## src/rtl/mfp_timer_bank.sv

```systemverilog
// mfp_timer_bank: a bank of independent MFP68901-style timer channels.
// Each channel has a W-bit down-counter with a reload register, a prescaler,
// and delay, pulse-width and event-count modes. It also offers one-shot
// operation, optional cascading from the previous channel's terminal pulse,
// and a sticky interrupt-pending flag that the bus acknowledges.
//
// Bus interface: SEL, DAT_WE, CTRL_WE, RD_LATCH and IACK are single-cycle
// strobes that are already synchronous to XCLK_I. There is no valid/ready
// handshake. A strobe that is high at a rising edge acts exactly once on
// the channel named by SEL, and the bus is never stalled.
module mfp_timer_bank #(
  parameter int CHANNELS = 4,
  parameter int W        = 8,
  parameter int CASCADE  = 0,
  parameter int SEL_W    = 2
) (
  input  logic                  XCLK_I,
  input  logic                  RST,
  input  logic [SEL_W-1:0]      SEL,
  input  logic                  DAT_WE,
  input  logic [W-1:0]          DAT_I,
  input  logic                  CTRL_WE,
  input  logic [5:0]            CTRL_I,
  output logic [4:0]            CTRL_O,
  input  logic                  RD_LATCH,
  output logic [W-1:0]          DAT_O,
  input  logic                  IACK,
  input  logic [CHANNELS-1:0]   T_I,
  output logic [CHANNELS-1:0]   T_O,
  output logic [CHANNELS-1:0]   T_O_PULSE,
  output logic [CHANNELS-1:0]   IRQ_PEND,
  output logic [CHANNELS-1:0]   DELAY_MODE,
  output logic [CHANNELS*W-1:0] SET_DATA_OUT
);

  // Returns the terminal prescaler value (P-1) for the MFP prescale code.
  function automatic logic [7:0] prescale_last(input logic [2:0] code);
    logic [7:0] last;
    case (code)
      3'd1:    last = 8'd3;
      3'd2:    last = 8'd9;
      3'd3:    last = 8'd15;
      3'd4:    last = 8'd49;
      3'd5:    last = 8'd63;
      3'd6:    last = 8'd99;
      3'd7:    last = 8'd199;
      default: last = 8'd0;
    endcase
    return last;
  endfunction

  logic [CHANNELS-1:0][W-1:0] cnt_vec;
  logic [CHANNELS-1:0][3:0]   ctrl_vec;
  logic [CHANNELS-1:0]        os_vec;
  logic [CHANNELS-1:0]        pulse_vec;
  logic [W-1:0]               sel_cnt;

  for (genvar k = 0; k < CHANNELS; k++) begin : g_ch
    logic [W-1:0] data_q;
    logic [W-1:0] cnt_q;
    logic [3:0]   ctrl_q;
    logic         one_shot_q;
    logic [7:0]   psc_q;
    logic         sync1_q;
    logic         sync2_q;
    logic         prev_q;
    logic         t_o_q;
    logic         pulse_q;
    logic         irq_q;

    logic         sel_hit;
    logic         stopped;
    logic         event_mode;
    logic         timed_mode;
    logic         psc_run;
    logic         tick;
    logic         edge_in;
    logic         step;
    logic         terminal;
    logic [7:0]   psc_last;
    logic [W-1:0] reload;

    assign sel_hit    = (SEL == SEL_W'(k));
    assign stopped    = (ctrl_q == 4'b0000);
    assign event_mode = (ctrl_q == 4'b1000);
    assign timed_mode = !stopped && !event_mode;
    assign psc_last   = prescale_last(ctrl_q[2:0]);
    // Pulse mode (ctrl[3] set) only prescales while the synchronised gate is high.
    assign psc_run    = timed_mode && (!ctrl_q[3] || sync2_q);
    // ">=" guards against a stale prescaler left over from a larger prescale code.
    assign tick       = psc_run && (psc_q >= psc_last);
    // Cascaded channels take the registered terminal pulse of their neighbour
    // directly; it is already synchronous, so no extra flops are needed.
    assign edge_in    = (CASCADE != 0 && k > 0) ? pulse_vec[(k > 0) ? k - 1 : 0]
                                                : (sync2_q && !prev_q);
    assign step       = event_mode ? edge_in : tick;
    assign terminal   = step && (cnt_q == W'(1));
    // A data write landing on terminal count reloads the fresh value.
    assign reload     = (DAT_WE && sel_hit) ? DAT_I : data_q;

    // Per-channel state: synchroniser, prescaler, counter, output, flags, control.
    always_ff @(posedge XCLK_I) begin
      if (RST) begin
        data_q     <= '0;
        cnt_q      <= '0;
        ctrl_q     <= 4'b0000;
        one_shot_q <= 1'b0;
        psc_q      <= 8'd0;
        sync1_q    <= 1'b0;
        sync2_q    <= 1'b0;
        prev_q     <= 1'b0;
        t_o_q      <= 1'b0;
        pulse_q    <= 1'b0;
        irq_q      <= 1'b0;
      end else begin
        sync1_q <= T_I[k];
        sync2_q <= sync1_q;
        prev_q  <= sync2_q;

        if (stopped) begin
          psc_q <= 8'd0;
        end else if (psc_run) begin
          psc_q <= tick ? 8'd0 : psc_q + 8'd1;
        end

        if (DAT_WE && sel_hit) begin
          data_q <= DAT_I;
        end

        if (terminal) begin
          cnt_q <= reload;
        end else if (step) begin
          cnt_q <= cnt_q - W'(1);
        end else if (DAT_WE && sel_hit && stopped) begin
          cnt_q <= DAT_I;
        end

        pulse_q <= terminal;

        // Forcing the output low beats a toggle in the same cycle.
        if (CTRL_WE && sel_hit && CTRL_I[4]) begin
          t_o_q <= 1'b0;
        end else if (terminal) begin
          t_o_q <= !t_o_q;
        end

        // A new terminal count beats an acknowledge in the same cycle.
        if (terminal) begin
          irq_q <= 1'b1;
        end else if (IACK && sel_hit) begin
          irq_q <= 1'b0;
        end

        if (CTRL_WE && sel_hit) begin
          ctrl_q     <= CTRL_I[3:0];
          one_shot_q <= CTRL_I[5];
        end else if (terminal && one_shot_q) begin
          ctrl_q <= 4'b0000;
        end
      end
    end

    assign cnt_vec[k]            = cnt_q;
    assign ctrl_vec[k]           = ctrl_q;
    assign os_vec[k]             = one_shot_q;
    assign pulse_vec[k]          = pulse_q;
    assign T_O[k]                = t_o_q;
    assign IRQ_PEND[k]           = irq_q;
    assign DELAY_MODE[k]         = !ctrl_q[3];
    assign SET_DATA_OUT[k*W +: W] = data_q;
  end

  assign T_O_PULSE = pulse_vec;

  // Read-side mux: the selected channel's counter and control (unused SEL codes read 0).
  always_comb begin
    sel_cnt = '0;
    CTRL_O  = 5'b00000;
    for (int i = 0; i < CHANNELS; i++) begin
      if (SEL == SEL_W'(i)) begin
        sel_cnt = cnt_vec[i];
        CTRL_O  = {os_vec[i], ctrl_vec[i]};
      end
    end
  end

  // Counter snapshot register: captures the pre-update count on RD_LATCH.
  always_ff @(posedge XCLK_I) begin
    if (RST) begin
      DAT_O <= '0;
    end else if (RD_LATCH) begin
      DAT_O <= sel_cnt;
    end
  end

endmodule

```

## config.mk

```make
export PLATFORM = sky130hd
export DESIGN_NAME = mfp_timer_bank
export DESIGN_NICKNAME = d
export VERILOG_FILES = /design/src/rtl/mfp_timer_bank.sv
export SDC_FILE = /design/constraint.sdc
export NUM_CORES = 1
export LEC_CHECK = 0
export ABC_AREA = 0
export CORE_ASPECT_RATIO = 0.9
export CORE_MARGIN = 2
export CORE_UTILIZATION = 30
export CTS_CLUSTER_SIZE = 20
export DETAILED_ROUTE_END_ITERATION = 12
export GPL_TIMING_DRIVEN = 0
export PLACE_DENSITY = 0.51
export SLEW_MARGIN = 5
export SYNTH_ARGS = -nofsm -noshare
export SYNTH_HDL_FRONTEND = slang
export SYNTH_SLANG_ARGS = --single-unit
```

## constraint.sdc

```tcl
create_clock -name XCLK_I -period 3.2 [get_ports XCLK_I]
set_input_delay 0.64 -clock XCLK_I [delete_from_list [all_inputs] [get_ports XCLK_I]]
set_output_delay 0.64 -clock XCLK_I [all_outputs]
set_load 0.005 [all_outputs]
```

==> impl_metrics.csv <==
group,metric,value,unit
yosys,synth.distinct_cells,66,
timing,tightest_slew,0.763,ns
placed_design,dp_hpwl,18.5,mm
final_layout,drive_above_1_share,12.4,%
run,cap_violations,0,
routing,drc,0,
cts,holdBufCountCts,0,
power,p_per_area,528,mW/mm²
timing,finalWorstSetupSlack,0.226,ns
timing,finalMaxSlewViolations,0,
die,row_count,57,
yosys,yosysMostFrequentCell,"dfxtp_1",
global_route,grt_usage,17.6,%
routing,vias_per_cell,5.06,
placed_design,portBuffers,73,
min_path,hold_path_class,"reg -> reg",
final_layout,area.sequential,0.00296,mm²
yosys,synthesis.nets,1009,
die,ios,87,
routing,initialDrtViolationCount,519,
timing,period_share,93.0,%
yosys,yosysTopAreaCell,"dfxtp_1",
critical_path,rrSetupSlack,0.23,ns
critical_path,endpoint_kind,"flip-flop",
critical_path,cp.arrival,3.29,ns
cts,htree_levels,4,
yosys,synthTopCellsByCount,"dfxtp_1, nor2_1, nand2_1, mux2i_1, a21oi_1",
critical_path,crit_path_start_kind,"flip-flop",
yosys,syn_area,0.00819,mm²
timing,max_freq,336,MHz
yosys,ys_ff_latch,148,
yosys,syn_inst,939,
global_route,grt_max_degree,17,
die,dieArea,0.0287,mm²
cts,cts_buffers,17,
die,core-area,0.0270,mm²
critical_path,critical_path_class,"reg -> reg",
yosys,synth_edf_count,0,
timing,setup_violations,0,
timing,whs,0.441,ns
final_layout,final_nets,1102,
routing,dr_total_vias,7078,
timing,finalHoldViolCount,0,
placed_design,place_worst_setup_slack,-0.208,ns
yosys,synth.avg_cell_area,8.73,µm²
routing,drt_wl_total,24.9,mm
cts,clk_pin_slew,0.06,ns
cts,cts_tree,"yes",
run_status,status,"finished, final reports clean",
global_route,grt_overflow_total,0,
power,power_leakage,3.79,nW
yosys,yosysTopAreaCellShare,36.2,%
power,vdd_ir_drop_max,0.000354,V
placed_design,gp_congestion,0.813,
critical_path,cp.required,3.52,ns
global_route,grt_pass1_vias,6792,
die,fp.dieW,178,µm
cts,clkLatencyLatePin,0.43,ns
global_route,antenna_found_initial,0,
yosys,async_flop_share,0,%
final_layout,antenna_cells,0,
routing,detail-route-antenna-nets,0,
die,die-height,161,µm
cts,clock-root-buffer,"clkbuf_16",
die,initial_utilization,30.4,%
yosys,synth_flop_cell,"dfxtp_1",
timing,rsz0062_at_grt,"false",
yosys,seq_area_frac_synth,36.2,%
routing,dr.pass1.iters,5,
yosys,synth.area.top_cells,"dfxtp_1, ha_1, mux2i_1",
timing,layout_min_cycle_time,2.97,ns
cts,clkSinkCount,148,
critical_path,worstPathMaxFanout,10,
final_layout,final_core_util,37.6,%
global_route,grt_pass1_wl,38.8,mm
final_layout,multiInputGateArea,0.00479,mm²
timing,clock_skew,0.00843,ns
timing,relSlewSlack,49.1,%
final_layout,area_growth,23.7,%
final_layout,n_fill_cell,2793,
yosys,yosysWarnings,0,
routing,wl_per_cell,17.8,µm
cts,cts.path.max_buffers,2,
-- worst paths after layout --
check | end | depth (start not counted) | start
hold reg to reg | g_ch[3].sync2_q | 1 | g_ch[3].sync1_q
hold / removal | g_ch[3].sync2_q | 1 | g_ch[3].sync1_q
setup / recovery | g_ch[1].cnt_q[0] | 10 | g_ch[1].ctrl_q[0]
setup reg to reg | g_ch[1].cnt_q[0] | 10 | g_ch[1].ctrl_q[0]
-- registers in the layout, summed over array words and instances, names as in the netlist --
name and count:
g_ch.t_o_q 4, g_ch.sync2_q 4, g_ch.prev_q 4, g_ch.pulse_q 4
g_ch.one_shot_q 4, g_ch.cnt_q 32, g_ch.data_q 32, DAT_O 8
g_ch.sync1_q 4, g_ch.ctrl_q 16, g_ch.irq_q 4, g_ch.psc_q 32
-- critical path: stages, from the launching register on --
cell	delay [ns]
dfxtp_1	0.41
or3_1	0.42
buf_6	0.15
ha_1	0.26
nand2b_1	0.15
a2111oi_2	0.41
o21bai_1	0.23
a21oi_4	0.20
buf_4	0.21
nand2_2	0.13
o221a_2	0.32
-- logic make-up (layout without fill, tap and decap cells) --
family                     after synthesis  after routing  synth area share (%)
AOI/OAI and AO/OA                      198            198                  17.4
xor gates and xnor gates                28             28                  2.99
adders and majority gates               44             44                  6.72
buffers and inverters                  107            213                  6.20
DFF                                    148            148                  36.2
muxes                                   70             70                  10.6
and+or+nand+nor                        344            344                  20.0
-- cells in the final DEF, fill, tap and decap left out, types with 8 or more instances in the layout --
cell	instances
clkbuf_1	33
a21oi_1	49
mux4_2	13
buf_2	15
mux2i_1	54
o21ai_0	28
nor2_1	118
o221a_2	15
clkbuf_16	17
a211oi_1	9
or3_1	17
a311oi_1	11
o211ai_1	10
xnor2_1	10
o22ai_1	8
clkdlybuf4s50_1	73
nand2_1	82
xor2_1	18
o22a_1	15
dfxtp_1	148
nor3_1	30
nand2b_1	11
ha_1	44
nor2b_1	12
buf_4	17
nand4_1	14
nand3_1	25
inv_1	38
-- area by class of cell --
cell class / instances / area share, %
clock inverter: 15 / 2.56
buffer: 69 / 3.63
sequential: 148 / 29.2
inverter: 38 / 1.41
timing repair buffer: 74 / 7.29
tap: 354 / 4.37
clock buffer: 17 / 4.20
multi-input combinational: 684 / 47.3
-- routing by layer --
metal  global-route usage (%)  wire length (µm)  up-vias
li1                         -                 -     3548
met1                     25.8             12600     3346
met2                     26.1             10700      160
met3                     3.65              1220       24
met4                     4.84               299        0
met5                        0                 0        -
-- power breakdown --
| group | switching, W | leakage (nW) | internal [W] |
|---|---|---|---|
| Clock | 0.000841 | 0.333 | 0.00154 |
| Sequential | 0.000120 | 1.20 | 0.00193 |
| Combinational | 0.000501 | 2.25 | 0.000421 |
-- metrics by stage --
stage          instances  instance area [µm²]  setup TNS, ns  total power, W
2_1_floorplan        939                 8190              0         0.00270
3_3_place_gp        1366                 9370          -1.85         0.00298
3_5_place_dp        1366                 9370          -1.60         0.00299
4_1_cts             1398                10100              0         0.00537
5_1_grt             1399                10100              0         0.00556
6_report            1399                10100              0         0.00535
-- repair_timing --
| item | 4_1_cts | 5_1_grt |
|---|---|---|
| gates resized for setup | 5 | 10 |
| endpoints found under the setup margin | 14 | 39 |
| buffers inserted | 0 | 1 |
| pin swaps | 1 | 2 |
Note: power is estimated with default switching activity, not from simulation.
